--- src/rtl/dcpu16_alu_mc.sv ---
// Multi-cycle DCPU16 ALU: single-cycle basic ops plus an iterative restoring divider for DIV/MOD.
// Valid/ready request side, one-cycle result strobe; ena=0 freezes every register.
module dcpu16_alu_mc #(
  parameter int unsigned DW = 16,
  parameter int unsigned SW = 4
) (
  input  logic          clk,
  input  logic          rst,
  input  logic          ena,
  input  logic          req_vld,
  output logic          req_rdy,
  input  logic [3:0]    opc,
  input  logic [DW-1:0] regA,
  input  logic [DW-1:0] regB,
  output logic          res_vld,
  output logic [DW-1:0] regR,
  output logic [DW-1:0] regO,
  output logic          o_we,
  output logic          cnd
);

  // Counter must reach 2*DW, hence two bits beyond log2(DW).
  localparam int unsigned CW = SW + 2;
  localparam logic [CW-1:0] LastDiv = CW'(2 * DW);
  localparam logic [CW-1:0] LastMod = CW'(DW);

  localparam logic [3:0] OpNbi = 4'h0;
  localparam logic [3:0] OpSet = 4'h1;
  localparam logic [3:0] OpAdd = 4'h2;
  localparam logic [3:0] OpSub = 4'h3;
  localparam logic [3:0] OpMul = 4'h4;
  localparam logic [3:0] OpDiv = 4'h5;
  localparam logic [3:0] OpMod = 4'h6;
  localparam logic [3:0] OpShl = 4'h7;
  localparam logic [3:0] OpShr = 4'h8;
  localparam logic [3:0] OpAnd = 4'h9;
  localparam logic [3:0] OpBor = 4'hA;
  localparam logic [3:0] OpXor = 4'hB;
  localparam logic [3:0] OpIfe = 4'hC;
  localparam logic [3:0] OpIfn = 4'hD;
  localparam logic [3:0] OpIfg = 4'hE;
  localparam logic [3:0] OpIfb = 4'hF;

  typedef enum logic [1:0] {StIdle, StExec, StDiv} state_e;

  state_e            state_q, state_d;
  logic [3:0]        op_q, op_d;
  logic [DW-1:0]     a_q, a_d;
  logic [DW-1:0]     b_q, b_d;
  logic [2*DW-1:0]   quo_q, quo_d;
  logic [DW-1:0]     rem_q, rem_d;
  logic [CW-1:0]     cnt_q, cnt_d;
  logic              res_vld_q, res_vld_d;
  logic [DW-1:0]     r_q, r_d;
  logic [DW-1:0]     o_q, o_d;
  logic              owe_q, owe_d;
  logic              cnd_q, cnd_d;

  logic [DW:0]       add_w;
  logic [DW:0]       sub_w;
  logic [2*DW-1:0]   mul_w;
  logic [2*DW-1:0]   shl_w;
  logic [2*DW-1:0]   shr_w;
  logic [DW:0]       div_sh;
  logic              div_ge;
  logic [CW-1:0]     last;

  assign add_w  = {1'b0, a_q} + {1'b0, b_q};
  assign sub_w  = {1'b0, a_q} - {1'b0, b_q};
  assign mul_w  = {{DW{1'b0}}, a_q} * {{DW{1'b0}}, b_q};
  // Oversized shift amounts fall out as zero naturally.
  assign shl_w  = {{DW{1'b0}}, a_q} << b_q;
  assign shr_w  = {a_q, {DW{1'b0}}} >> b_q;

  // Dividend bits leave the top of quo_q while quotient bits enter at the bottom.
  assign div_sh = {rem_q, quo_q[2*DW-1]};
  assign div_ge = div_sh >= {1'b0, b_q};
  assign last   = (op_q == OpDiv) ? LastDiv : LastMod;

  always_comb begin
    state_d   = state_q;
    op_d      = op_q;
    a_d       = a_q;
    b_d       = b_q;
    quo_d     = quo_q;
    rem_d     = rem_q;
    cnt_d     = cnt_q;
    res_vld_d = 1'b0;
    r_d       = r_q;
    o_d       = o_q;
    owe_d     = owe_q;
    cnd_d     = cnd_q;

    unique case (state_q)
      StIdle: begin
        if (req_vld) begin
          op_d  = opc;
          a_d   = regA;
          b_d   = regB;
          quo_d = {regA, {DW{1'b0}}};
          rem_d = '0;
          cnt_d = '0;
          if ((opc == OpDiv || opc == OpMod) && regB != '0) begin
            state_d = StDiv;
          end else begin
            state_d = StExec;
          end
        end
      end

      StExec: begin
        state_d   = StIdle;
        res_vld_d = 1'b1;
        owe_d     = 1'b0;
        cnd_d     = 1'b0;
        case (op_q)
          OpSet: r_d = b_q;
          OpAdd: begin
            r_d   = add_w[DW-1:0];
            o_d   = {{(DW-1){1'b0}}, add_w[DW]};
            owe_d = 1'b1;
          end
          OpSub: begin
            r_d   = sub_w[DW-1:0];
            o_d   = {DW{sub_w[DW]}};
            owe_d = 1'b1;
          end
          OpMul: begin
            {o_d, r_d} = mul_w;
            owe_d      = 1'b1;
          end
          // Only reached with b == 0; non-zero divisors go through StDiv.
          OpDiv: begin
            r_d   = '0;
            o_d   = '0;
            owe_d = 1'b1;
          end
          OpMod: r_d = '0;
          OpShl: begin
            {o_d, r_d} = shl_w;
            owe_d      = 1'b1;
          end
          OpShr: begin
            {r_d, o_d} = shr_w;
            owe_d      = 1'b1;
          end
          OpAnd: r_d = a_q & b_q;
          OpBor: r_d = a_q | b_q;
          OpXor: r_d = a_q ^ b_q;
          OpIfe: cnd_d = (a_q == b_q);
          OpIfn: cnd_d = (a_q != b_q);
          OpIfg: cnd_d = (a_q > b_q);
          OpIfb: cnd_d = ((a_q & b_q) != '0);
          default: ;  // OpNbi: regR/regO untouched, cnd = 0
        endcase
      end

      StDiv: begin
        if (cnt_q != last) begin
          rem_d = div_ge ? (div_sh[DW-1:0] - b_q) : div_sh[DW-1:0];
          quo_d = {quo_q[2*DW-2:0], div_ge};
          cnt_d = cnt_q + 1'b1;
        end else begin
          state_d   = StIdle;
          res_vld_d = 1'b1;
          cnd_d     = 1'b0;
          if (op_q == OpDiv) begin
            r_d   = quo_q[2*DW-1:DW];
            o_d   = quo_q[DW-1:0];
            owe_d = 1'b1;
          end else begin
            r_d   = rem_q;
            owe_d = 1'b0;
          end
        end
      end

      default: state_d = StIdle;
    endcase
  end

  always_ff @(posedge clk) begin
    if (rst) begin
      state_q   <= StIdle;
      op_q      <= OpNbi;
      a_q       <= '0;
      b_q       <= '0;
      quo_q     <= '0;
      rem_q     <= '0;
      cnt_q     <= '0;
      res_vld_q <= 1'b0;
      r_q       <= '0;
      o_q       <= '0;
      owe_q     <= 1'b0;
      cnd_q     <= 1'b0;
    end else if (ena) begin
      state_q   <= state_d;
      op_q      <= op_d;
      a_q       <= a_d;
      b_q       <= b_d;
      quo_q     <= quo_d;
      rem_q     <= rem_d;
      cnt_q     <= cnt_d;
      res_vld_q <= res_vld_d;
      r_q       <= r_d;
      o_q       <= o_d;
      owe_q     <= owe_d;
      cnd_q     <= cnd_d;
    end
  end

  assign req_rdy = (state_q == StIdle);
  assign res_vld = res_vld_q;
  assign regR    = r_q;
  assign regO    = o_q;
  assign o_we    = owe_q;
  assign cnd     = cnd_q;

endmodule

--- config.mk ---
export PLATFORM = sky130hd
export DESIGN_NAME = dcpu16_alu_mc
export DESIGN_NICKNAME = d
export VERILOG_FILES = /design/src/rtl/dcpu16_alu_mc.sv
export SDC_FILE = /design/constraint.sdc
export NUM_CORES = 1
export LEC_CHECK = 0
export CORE_UTILIZATION = 45
export DETAILED_ROUTE_END_ITERATION = 12
export REMOVE_ABC_BUFFERS = 1
export SYNTH_ARGS = -nofsm -noshare
export SYNTH_HDL_FRONTEND = slang
export SYNTH_SLANG_ARGS = --single-unit
--- constraint.sdc ---
create_clock -name clk -period 6.5 [get_ports clk]
set_input_delay 1.3 -clock clk [delete_from_list [all_inputs] [get_ports clk]]
set_output_delay 1.3 -clock clk [all_outputs]
set_load 0.005 [all_outputs]
# After elaboration in Yosys (flattened, before gate mapping)
# Cells that the tools add are included.
[word_totals] ff_bits=127 inputBits=40 output_inout_bits=36 wordCells=99
[op_classes] n_addsub=4 multipliers=1 order_cmp=2 eq_ne=28 shift=2 n_mux=32 bitwise_logic=3 n_reduce_logical=15
[op_table] cell="case mux 16 bit (10 select lines)" count=1
[op_table] cell="two-way mux 16 bit" count=7
[op_table] cell="case mux 16 bit (2 select lines)" count=3
[op_table] cell="case mux 16 bit (6 select lines)" count=1
[op_table] cell="two-way mux 32 bit" count=2
[op_table] cell="case mux 32 bit (2 select lines)" count=1
[op_table] cell="equality test 4 bit (second input constant)" count=8
[op_table] cell="multiplier 16 x 16 -> 32 bit" count=1
[op_table] cell="nonzero test 16 bit" count=2
[op_table] cell="<< shifter 16 x 16 -> 32 bit" count=1
[op_table] cell=">> shifter 32 x 16 -> 32 bit" count=1
[op_table] cell="equality test 4 x 3 -> 1 bit (second input constant)" count=6
[op_table] cell="two-way mux 6 bit" count=3
[op_table] cell="adder 16 x 16 -> 17 bit" count=1
[op_table] cell=">= comparator 17 x 16 -> 1 bit" count=1
[op_table] cell="subtractor 16 x 16 -> 17 bit" count=1
[op_table] cell="AND 16 bit" count=1
[op_table] cell="equality test 16 bit" count=1
[op_table] cell="greater-than comparator 16 bit" count=1
[op_table] cell="!= test 16 bit" count=1
[op_table] cell="bitwise OR 16 bit" count=1
[op_table] cell="subtractor 16 bit" count=1
[op_table] cell="bitwise XOR 16 bit" count=1
[op_table] cell="case mux 6 bit (2 select lines)" count=1
[op_table] cell="other kinds (23)" count=39

# Logic depth before layout (Yosys ltp)
# Gate-level depths: netlist of run 1.
[depth] word_depth=6 mapped_depth=28 depth_no_buf=23

# Worst setup path after synthesis of run 1
# OpenSTA, ideal clock, no wires.
[synth_path] kind="register to register" startpoint="reg b_q[2]" endpoint="reg o_q[13], in the netlist regO[13]" setup_time_ps=75 arrival_ps=6840 required_time_ps=6425 path_slack_ps=-414 stages_incl_launch_ff=27 path_buffers=7 synth_period_minus_slack_ps=6914 cell_sequence="dfxtp_1 buf_2 buf_2 buf_2 buf_2 buf_2 clkbuf_1 nand2_1 fa_1 fa_1 fa_1 fa_1 inv_1 fa_1 inv_1 fa_1 inv_1 ha_1 clkbuf_1 nand4_1 nor4b_1 o21ai_0 a211oi_1 nor2_1 a211oi_1 mux2_2 o22ai_1"
[synth_between] elab_chain_len=3 elab_cells_between_ends=6 classes_between="1 x add/sub; 1 x mul; 2 x shift; 2 x mux"
[synth_rtl] element="start: declaration" line_no="49" text="logic [DW-1:0] b_q, b_d;"
[synth_rtl] element="start signal: assignment" line_no="187" text="b_q <= '0;"
[synth_rtl] element="start signal: assignment" line_no="200" text="b_q <= b_d;"
[synth_rtl] element="multiplier 16 x 16 -> 32 bit, or another cell as far along" line_no="70" text="assign mul_w = {{DW{1'b0}}, a_q} * {{DW{1'b0}}, b_q};"
[synth_rtl] element="case mux 16 bit (6 select lines) *" line_no="116" text="case (op_q)"
[synth_rtl] element="case mux 16 bit (2 select lines) *" line_no="94" text="unique case (state_q)"
[synth_rtl] element="end signal: assignment" line_no="193" text="o_q <= '0;"
[synth_rtl] element="end signal: assignment" line_no="206" text="o_q <= o_d;"
[synth_rtl] element="end: declaration" line_no="55" text="logic [DW-1:0] o_q, o_d;"
# Every way passes the cells marked *; elsewhere a longest branch is shown, timed or not.
# A chain may end at the register's enable or synchronous reset.

# Final worst setup path of run 1
[layout_path] startpoint="reg a_q[4]" endpoint="reg r_q[15], in the netlist regR[15]"
[layout_between] elab_chain_len=3 elab_cells_between_ends=7 classes_between="2 x add/sub; 1 x mul; 2 x shift; 2 x mux"
[layout_rtl] element="start: declaration" line_no="48" text="logic [DW-1:0] a_q, a_d;"
[layout_rtl] element="start signal: assignment" line_no="186" text="a_q <= '0;"
[layout_rtl] element="start signal: assignment" line_no="199" text="a_q <= a_d;"
[layout_rtl] element="multiplier 16 x 16 -> 32 bit, or another cell as far along" line_no="70"
[layout_rtl] element="case mux 16 bit (10 select lines) *" line_no="116"
[layout_rtl] element="case mux 16 bit (2 select lines) *" line_no="94"
[layout_rtl] element="end signal: assignment" line_no="205" text="r_q <= r_d;"
[layout_rtl] element="end: declaration" line_no="54" text="logic [DW-1:0] r_q, r_d;"
# Marks and branches as above.

==> results.json, run 1 <==
{
  "end_kind": "flip-flop",
  "synth_cell_types": 95,
  "hp-class": "reg -> reg",
  "start_util": 0.460,
  "numCtsBuffers": 17,
  "internal-power_mw": 1.73,
  "clk_pin_slew_ns": 0.07,
  "async_flop_share": 0,
  "seqPwrFrac": 0.293,
  "arrival_ns": 6.64,
  "max_stage_delay_ns": 0.53,
  "clockRootBuffer": "clkbuf_16",
  "finalPower_mw": 2.93,
  "drive_gt1_frac": 0.125,
  "crit_type": "reg -> reg",
  "die_h_um": 213,
  "place_area_mm2": 0.0221,
  "period_share": 0.967,
  "synthToLayoutAreaGrowth_pct": 14.3,
  "overflow": 0,
  "num_rows": 76,
  "grtUsageTotal": 0.408,
  "first_pass_iters": 6,
  "relSlewSlack": 0.141,
  "drcViolationCount": 0,
  "worst_slack_ns": 0.217,
  "critical_path_peak_fanout": 6,
  "slew_violations": 0,
  "final_nets": 3022,
  "ant_nets": 0,
  "multi_input_area_mm2": 0.0157,
  "vias": 20346,
  "slowest_stage": "fa_1",
  "yosys.area.top_type": "fa_1",
  "p_sw_mw": 1.20,
  "p_clk_frac": 0.342,
  "antenna_found_initial": 2,
  "clk_path_buf_depth": 2,
  "grt_pass1_vias": 20160,
  "die_w_um": 213,
  "seq_area_mm2": 0.00256,
  "pin_count": 76,
  "peakVddDrop_v": 0.000239,
  "coreArea_mm2": 0.0434,
  "yosys_warnings": 0,
  "startpoint_type": "flip-flop",
  "syn_area_mm2": 0.0199,
  "outcome": "complete, no violations",
  "gp_congestion": 1.07,
  "drt-total-wl_um": 90300,
  "synth_top_area_frac": 0.198,
  "port_buffers": 75,
  "synth-seq-area-share": 0.127,
  "route.detailed.wl_per_inst_um": 28.1,
  "crit_path_cell_trace": "clkinv_2 -> nor2_2 -> fa_1 -> inv_1 -> fa_1 -> fa_1 -> fa_1 -> inv_1 -> fa_1 -> inv_1 -> fa_1 -> inv_1 -> ha_1 -> buf_4 -> nand3_1 -> o221ai_1 -> a21o_1 -> or3_1 -> a31oi_1 -> buf_4 -> nand3_1 -> and4_1 -> a211o_1",
  "dp_hpwl_um": 71600,
  "crit_top_cell": "fa_1",
  "cts_tree": "built",
  "finalCriticalPeriod_ns": 6.28,
  "grt_start_max_net_pins": 72,
  "htree_levels": 4,
  "fin_setup_tns_ns": 0,
  "tightest_slew_ns": 1.28,
  "pre_cts_ws_ns": -0.213,
  "ys_seq_elements": 127,
  "via_per_inst": 6.33,
  "power_density_mw_per_mm2": 129,
  "synth_area_leaders": "fa_1 20%, dfxtp_1 13%, ha_1 11%, nand2_1 6.1%, inv_1 5.3%",
  "finalHoldViolations": 0,
  "drt_iter0_markers": 2320,
  "syn_area_per_cell_um2": 7.91,
  "leakage_nw": 9.62,
  "drv_cap": 0,
  "worstPathRequired_ns": 6.86,
  "ys.flop_type": "dfxtp_1",
  "synthCells": 2523,
  "final_area_mm2": 0.0228,
  "fmax_mhz": 159,
  "r2r_setup_slack_ns": 0.22,
  "p_sw_frac": 0.410,
  "fillers": 4239,
  "cts.sinks": 127,
  "grt_pass1_wl_um": 133000,
  "finClkSkew_ns": 0.0171,
  "synth-edff-count": 0,
  "setup_violations": 0,
  "die_area_mm2": 0.0452,
  "clk-insertion-delay-late_ns": 0.47,
  "p_comb_frac": 0.364
}
registers in the layout, indices dropped and copies added, names as in the netlist:
signal / flops
a_q: 16
b_q: 16
cnd: 1
cnt_q: 6
o_we: 1
op_q: 4
quo_q: 32
regO: 16
regR: 16
rem_q: 16
res_vld: 1
state_q: 2
layout by cell type (no fill, tap or decap), types with 13 or more instances in the layout:
master           count
a221oi_1            14
xnor2_1             20
o21a_1              16
a31oi_1             15
or3_1               14
mux2i_1             67
ha_1               172
o31ai_1             17
nand2_1            323
a211oi_1            43
inv_1              276
mux4_2              20
fa_1               197
mux2_2              29
a22oi_1             32
clkbuf_16           17
o21ai_0             94
nor4_1              19
nor2_1             250
a21oi_1            150
o211ai_1            23
clkdlybuf4s50_1     74
nor2b_1             20
a21o_1              25
nand3_1             35
xor2_1              14
nor3_1              47
buf_4              161
o22ai_1             13
dfxtp_1            116
nand2b_1            17
nand4_1             16
what timing repair did:
action,4_1_cts,5_1_grt
pin swaps,0,2
setup buffers,0,4
hold buffers,0,0
endpoints found under the setup margin,11,14
gates resized for setup,5,32
per-stage QoR:
step / util / hold WS [ns] / instances
final: 0.526 / 0.455 / 3212
after global placement: 0.509 / 0.443 / 3174
after floorplan: - / 0.440 / 2351
after CTS: 0.523 / 0.456 / 3206
after detailed placement: 0.509 / 0.447 / 3174
after global routing: 0.526 / 0.473 / 3210
metal layers:
| metal | track usage | wire (um) | vias to the layer above | part of all wire |
|---|---|---|---|---|
| met5 | 0 | 14 | - | 0.00016 |
| met2 | 0.614 | 39000 | 1217 | 0.43 |
| li1 | - | - | 8886 | - |
| met4 | 0.226 | 5460 | 2 | 0.060 |
| met1 | 0.536 | 36000 | 9989 | 0.40 |
| met3 | 0.0994 | 9870 | 252 | 0.11 |
worst max-delay path: cells and delay by family (launching register included):
| family | cells | cell delay (ns) |
|---|---|---|
| buffers and inverters | 7 | 0.87 |
| AOI/OAI and AO/OA | 4 | 0.84 |
| adders and majority gates | 7 | 3.13 |
| and+or+nand+nor | 5 | 0.93 |
| DFF | 1 | 0.43 |
final timing paths:
kind / from / end / depth (start not counted)
hold / removal: regR[5] / regR[5] / 2
setup reg to reg: a_q[4] / regR[15] / 23
hold reg to reg: regR[5] / regR[5] / 2
setup / recovery: a_q[4] / regR[15] / 23
power groups by stage:
stage | Combinational (mW) | Sequential, mW | Clock, mW
after floorplan | 0.554 | 0.884 | 0
after global placement | 1.02 | 0.872 | 0
after detailed placement | 1.02 | 0.874 | 0
after CTS | 1.03 | 0.856 | 1.00
after global routing | 1.13 | 0.861 | 1.03
final | 1.07 | 0.859 | 1.00
Yosys cell counts, types with 47 or more instances:
| cell | count |
|---|---|
| nor2_1 | 254 |
| o21ai_0 | 96 |
| clkbuf_1 | 117 |
| inv_1 | 280 |
| ha_1 | 173 |
| nand2_1 | 324 |
| mux2i_1 | 67 |
| a21oi_1 | 151 |
| nor3_1 | 48 |
| dfxtp_1 | 127 |
| a211oi_1 | 47 |
| fa_1 | 197 |
cell families (layout without fill, tap and decap cells):
logic type	Yosys count	in the layout	share of synthesized area
flip-flops	127	127	0.127
AO/OA/AOI/OAI	582	582	0.198
other	0	2	0
adder cells (fa/ha/maj)	370	370	0.306
XOR/XNOR	35	35	0.0154
buffers and inverters	464	566	0.0907
multiplexers	116	116	0.0726
AND/OR/NAND/NOR	829	829	0.190
area by class of cell:
| type | instances | share of cell area |
|---|---|---|
| repair buffers | 242 | 0.0916 |
| flip-flops and latches | 127 | 0.112 |
| clock buffers | 17 | 0.0187 |
| well taps | 585 | 0.0321 |
| clock inverters | 15 | 0.00675 |
| diodes | 2 | 0.000219 |
| multi-input cells | 1932 | 0.690 |
| inverters | 292 | 0.0484 |
Power figures use the tool's default switching activity.
==> inputs of run 2 (changes only) <==
--- a/config.mk
+++ b/config.mk
@@ -5,6 +5,7 @@
 export SDC_FILE = /design/constraint.sdc
 export NUM_CORES = 1
 export LEC_CHECK = 0
+export CORE_MARGIN = 2
 export CORE_UTILIZATION = 45
 export DETAILED_ROUTE_END_ITERATION = 12
 export REMOVE_ABC_BUFFERS = 1
==> results.json, run 2 (synthesis results as in run 1) <==
{
  "die_h_um": 215,
  "timing.rr.start": "a_q[7]",
  "leakage_nw": 9.54,
  "slew_violations": 0,
  "grt_start_max_net_pins": 51,
  "clockRootBuffer": "clkbuf_16",
  "hp-start": "regR[6]",
  "outcome": "complete, no violations",
  "max_stage_delay_ns": 0.58,
  "cts_hold_buffers": 0,
  "start_util": 0.453,
  "die_area_mm2": 0.0460,
  "seqPwrFrac": 0.292,
  "seq_area_mm2": 0.00256,
  "p_sw_frac": 0.391,
  "rsz0062_at_grt": "yes",
  "p_sw_mw": 1.15,
  "synthToLayoutAreaGrowth_pct": 13.5,
  "pin_count": 76,
  "crit_path_cell_trace": "buf_4 -> ha_1 -> inv_1 -> fa_1 -> fa_1 -> fa_1 -> fa_1 -> fa_1 -> fa_1 -> inv_1 -> ha_1 -> a211oi_1 -> o21a_1 -> o21ai_0 -> buf_4 -> o41ai_2 -> buf_4 -> xnor2_1 -> a21oi_1 -> a211oi_1",
  "fmax_mhz": 159,
  "ant_nets": 0,
  "finalHoldViolations": 0,
  "finalCriticalPeriod_ns": 6.30,
  "num_rows": 77,
  "regMostFlops": "quo_q",
  "finalPower_mw": 2.94,
  "clk-insertion-delay-late_ns": 0.45,
  "hp-class": "reg -> reg",
  "final_area_mm2": 0.0226,
  "internal-power_mw": 1.79,
  "drive_gt1_frac": 0.114,
  "setup_violations": 0,
  "place_area_mm2": 0.0220,
  "critical_path_peak_fanout": 6,
  "largest_register_ffs": 32,
  "overflow": 0,
  "power_density_mw_per_mm2": 130,
  "fin_util": 0.514,
  "via_per_inst": 6.33,
  "grt_pass1_vias": 19833,
  "gp_congestion": 1.04,
  "worst_slack_ns": 0.195,
  "cts_tree": "built",
  "dp_hpwl_um": 71500,
  "die_w_um": 215,
  "coreArea_mm2": 0.0440,
  "drv_cap": 0,
  "finClkSkew_ns": 0.0118,
  "startpoint_type": "flip-flop",
  "clk_path_buf_depth": 2,
  "htree_levels": 4,
  "route.detailed.wl_per_inst_um": 27.9,
  "worstPathRequired_ns": 6.85,
  "p_clk_frac": 0.351,
  "crit_type": "reg -> reg",
  "cts.sinks": 127,
  "drcViolationCount": 0,
  "fillers": 4354,
  "drt_iter0_markers": 2304,
  "antenna_found_initial": 5,
  "period_share": 0.970,
  "end_kind": "flip-flop",
  "clk_pin_slew_ns": 0.07,
  "numCtsBuffers": 17,
  "first_pass_iters": 6,
  "drt-total-wl_um": 89400,
  "relSlewSlack": 0.115,
  "p_comb_frac": 0.357,
  "peakVddDrop_v": 0.000185,
  "final_cell_mix": "324 x nand2_1, 278 x inv_1, 252 x nor2_1",
  "vias": 20285,
  "startpoint": "a_q[7]",
  "final_nets": 3008,
  "tightest_slew_ns": 1.32,
  "multi_input_area_mm2": 0.0157,
  "arrival_ns": 6.66,
  "layout_commonest_cell": "nand2_1",
  "grtUsageTotal": 0.388,
  "port_buffers": 75,
  "pre_cts_ws_ns": 0.0318,
  "slowest_stage": "fa_1",
  "crit_top_cell": "fa_1",
  "grt_pass1_wl_um": 132000
}
## run 2: cell count changes in the layout (fill, tap and decap cells not counted), sizes merged
cell      change
buf          -14
bufinv        +2
clkbuf        +1
clkinv        +2
clkinvlp      -2
diode         +1
inv           -3
## run 2: power groups by stage
stage | Combinational, mW | Sequential (mW) | Clock (mW)
2_1_floorplan | 0.554 | 0.884 | 0
3_3_place_gp | 1.01 | 0.873 | 0
3_5_place_dp | 1.01 | 0.874 | 0
4_1_cts | 1.02 | 0.857 | 1.04
5_1_grt | 1.12 | 0.861 | 1.07
6_report | 1.05 | 0.860 | 1.03
## run 2: final cells by class
type,instances,area share
antenna,3,0.000332
clock inverter,14,0.00801
multi-input combinational,1932,0.693
inverter,292,0.0486
tap,592,0.0327
sequential,127,0.113
timing repair buffer,228,0.0856
clock buffer,18,0.0190
## run 2: layer usage
metal  global-route usage  wire (um)  vias to the layer above
li1                     -          -                     8854
met1                0.521      36800                     9972
met2                0.574      37600                     1216
met3               0.0797       8740                      239
met4                0.238       6250                        4
met5                    0         22                        -
## run 2: repair_timing
action | in CTS | in global routing
buffers inserted | 0 | 1
pin swaps | 0 | 0
gates cloned | 0 | 0
setup endpoints to repair | 1 | 14
gates resized for setup | 1 | 19
## run 2: through the flow
step           std cells  TNS [ns]  hold slack (ns)
2_1_floorplan       2351     -5.49            0.440
3_3_place_gp        3170         0            0.447
3_5_place_dp        3170         0            0.448
4_1_cts             3202         0            0.456
5_1_grt             3203    -0.132            0.480
6_report            3206         0            0.454
## run 2: path summary, 6_finish.rpt
kind,endpoint,slack [ns],depth (start not counted)
worst max-delay path,regO[7],0.20,20
worst min-delay path,regR[6],0.45,2
worst max register to register,regO[7],0.20,20
worst min register to register,regR[6],0.45,2
## run 2: critical path, delay by kind of cell (launching register included)
| kind | cells | cell delay (ns) |
|---|---|---|
| AOI/OAI and AO/OA | 6 | 1.35 |
| xor gates and xnor gates | 1 | 0.15 |
| adders and majority gates | 8 | 3.51 |
| buffers and inverters | 5 | 0.77 |
| DFF | 1 | 0.44 |
==> inputs of run 3 (changes only) <==
--- a/config.mk
+++ b/config.mk
@@ -7,6 +7,7 @@
 export LEC_CHECK = 0
 export CORE_MARGIN = 2
 export CORE_UTILIZATION = 45
+export CTS_BUF_LIST = sky130_fd_sc_hd__clkbuf_4
 export DETAILED_ROUTE_END_ITERATION = 12
 export REMOVE_ABC_BUFFERS = 1
 export SYNTH_ARGS = -nofsm -noshare
==> results.json, run 3 (synthesis results as in run 1) <==
{
  "route.detailed.wl_per_inst_um": 28.0,
  "via_per_inst": 6.31,
  "cp_top_family": "adder cells",
  "rsz0062_at_grt": "yes",
  "die_area_mm2": 0.0460,
  "max_stage_delay_ns": 0.55,
  "numCtsBuffers": 17,
  "dp_hpwl_um": 71500,
  "dpl.cell_count": 3170,
  "gp_congestion": 1.04,
  "seqPwrFrac": 0.335,
  "p_clk_frac": 0.254,
  "slowest_stage": "fa_1",
  "hold_ws_ns": 0.461,
  "end_kind": "flip-flop",
  "outcome": "complete, no violations",
  "cts_hold_buffers": 0,
  "drt-total-wl_um": 89700,
  "power_density_mw_per_mm2": 115,
  "pin_count": 76,
  "largest_register_ffs": 32,
  "overflow": 0,
  "grt_pass1_vias": 19729,
  "slew_violations": 0,
  "tightest_slew_ns": 1.31,
  "final_cell_mix": "324 x nand2_1, 277 x inv_1, 254 x nor2_1",
  "synthToLayoutAreaGrowth_pct": 12.0,
  "coreArea_mm2": 0.0440,
  "relSlewSlack": 0.120,
  "crit_path_cell_trace": "clkinv_1 -> nor2_1 -> fa_1 -> fa_1 -> fa_1 -> fa_1 -> fa_1 -> inv_1 -> fa_1 -> inv_1 -> ha_2 -> o21ai_0 -> o21a_1 -> o21ai_0 -> buf_4 -> nor2b_1 -> nor2_1 -> a211oi_1 -> mux2_2 -> o22ai_1",
  "period_share": 0.975,
  "cts.sinks": 127,
  "r2r_setup_slack_ns": 0.16,
  "path_buf_inv": 4,
  "final_nets": 3009,
  "critical_path_peak_fanout": 8,
  "port_buffers": 75,
  "clk-insertion-delay-late_ns": 0.65,
  "grt_pass1_wl_um": 132000,
  "start_util": 0.453,
  "startpoint_type": "flip-flop",
  "fmax_mhz": 158,
  "timing.rr.start": "a_q[2]",
  "clockRootBuffer": "clkbuf_4",
  "die_w_um": 215,
  "cts_tree": "built",
  "drive_gt1_frac": 0.114,
  "startpoint": "a_q[2]",
  "p_sw_frac": 0.431,
  "p_sw_mw": 1.10,
  "grtUsageTotal": 0.389,
  "worstSetupPathDepth": 20,
  "regMostFlops": "quo_q",
  "final_cells": 3208,
  "worst_slack_ns": 0.162,
  "die_h_um": 215,
  "fin_setup_tns_ns": 0,
  "vias": 20244,
  "finalPower_mw": 2.56,
  "antenna_found_initial": 5,
  "arrival_ns": 6.90,
  "reg2reg_to": "regO[13]",
  "grt_start_max_net_pins": 51,
  "finalHoldViolations": 0,
  "drv_cap": 0,
  "drcViolationCount": 0,
  "p_comb_frac": 0.410,
  "first_pass_iters": 6,
  "htree_levels": 4,
  "pre_cts_ws_ns": 0.0318,
  "num_rows": 77,
  "layout_commonest_cell": "nand2_1",
  "drt_iter0_markers": 2415,
  "leakage_nw": 9.41,
  "finClkSkew_ns": 0.0427,
  "crit_type": "reg -> reg",
  "ant_nets": 0,
  "internal-power_mw": 1.46,
  "setup_violations": 0,
  "peakVddDrop_v": 0.000179,
  "hp-class": "reg -> reg",
  "crit_top_cell": "fa_1",
  "worst_r2r_path_depth": 20,
  "finalCriticalPeriod_ns": 6.34,
  "clk_pin_slew_ns": 0.12,
  "worstPathRequired_ns": 7.06,
  "clk_path_buf_depth": 2,
  "crit_path_end": "regO[13]"
}
[run 3: layout make-up]
type | count | area (um2)
clock buffer | 18 | 135
antenna | 4 | 10.0
inverter | 292 | 1100
multi-input combinational | 1932 | 15700
sequential | 127 | 2560
tap | 592 | 741
fill | 4390 | 21700
timing repair buffer | 228 | 1940
clock inverter | 14 | 181
timing repair inverter | 1 | 5.00
[run 3: power by group through the flow]
stage | clock network (mW) | logic, mW | registers [mW]
4_1_cts | 0.662 | 1.02 | 0.857
2_1_floorplan | 0 | 0.554 | 0.884
3_3_place_gp | 0 | 1.01 | 0.873
3_5_place_dp | 0 | 1.01 | 0.874
5_1_grt | 0.691 | 1.12 | 0.863
6_report | 0.652 | 1.05 | 0.860
[run 3: worst min-delay path by stage]
stage          endpoint  cells past startpoint  slack [ns]  startpoint
2_1_floorplan  quo_q[0]                      2        0.44    quo_q[0]
3_3_place_gp    regR[5]                      2        0.45     regR[5]
3_5_place_dp    regR[6]                      2        0.45     regR[6]
4_1_cts         regR[6]                      2        0.46     regR[6]
5_1_grt         regR[6]                      2        0.49     regR[6]
6_report        regR[6]                      2        0.46     regR[6]
[run 3: repair_timing]
action	in CTS	in global routing
resized for setup	1	20
hold endpoints to repair	0	0
cloned	0	1
endpoints found under the setup margin	1	14
buffers inserted	0	1
[run 3: worst reg2reg max path, cell delays in order, from the launching register on]
cell and delay [ns]:
dfxtp_1 0.38, clkinv_1 0.41, nor2_1 0.30, fa_1 0.47, fa_1 0.48, fa_1 0.55
fa_1 0.45, fa_1 0.50, inv_1 0.05, fa_1 0.47, inv_1 0.04, ha_2 0.39
o21ai_0 0.14, o21a_1 0.18, o21ai_0 0.16, buf_4 0.21, nor2b_1 0.20, nor2_1 0.13
a211oi_1 0.27, mux2_2 0.38, o22ai_1 0.12
[run 3: per-layer routing]
layer  up-vias  track usage  part of all wire
met3       215       0.0773              0.10
met5         -            0           0.00030
met2      1186        0.585              0.43
met1      9995        0.529              0.41
met4         4        0.203             0.063
li1       8844            -                 -
[run 3: stage by stage]
step           area (um2)  utilization
3_3_place_gp        22000        0.499
2_1_floorplan       19200            -
4_1_cts             22300        0.506
5_1_grt             22300        0.507
3_5_place_dp        22000        0.499
6_report            22300        0.508
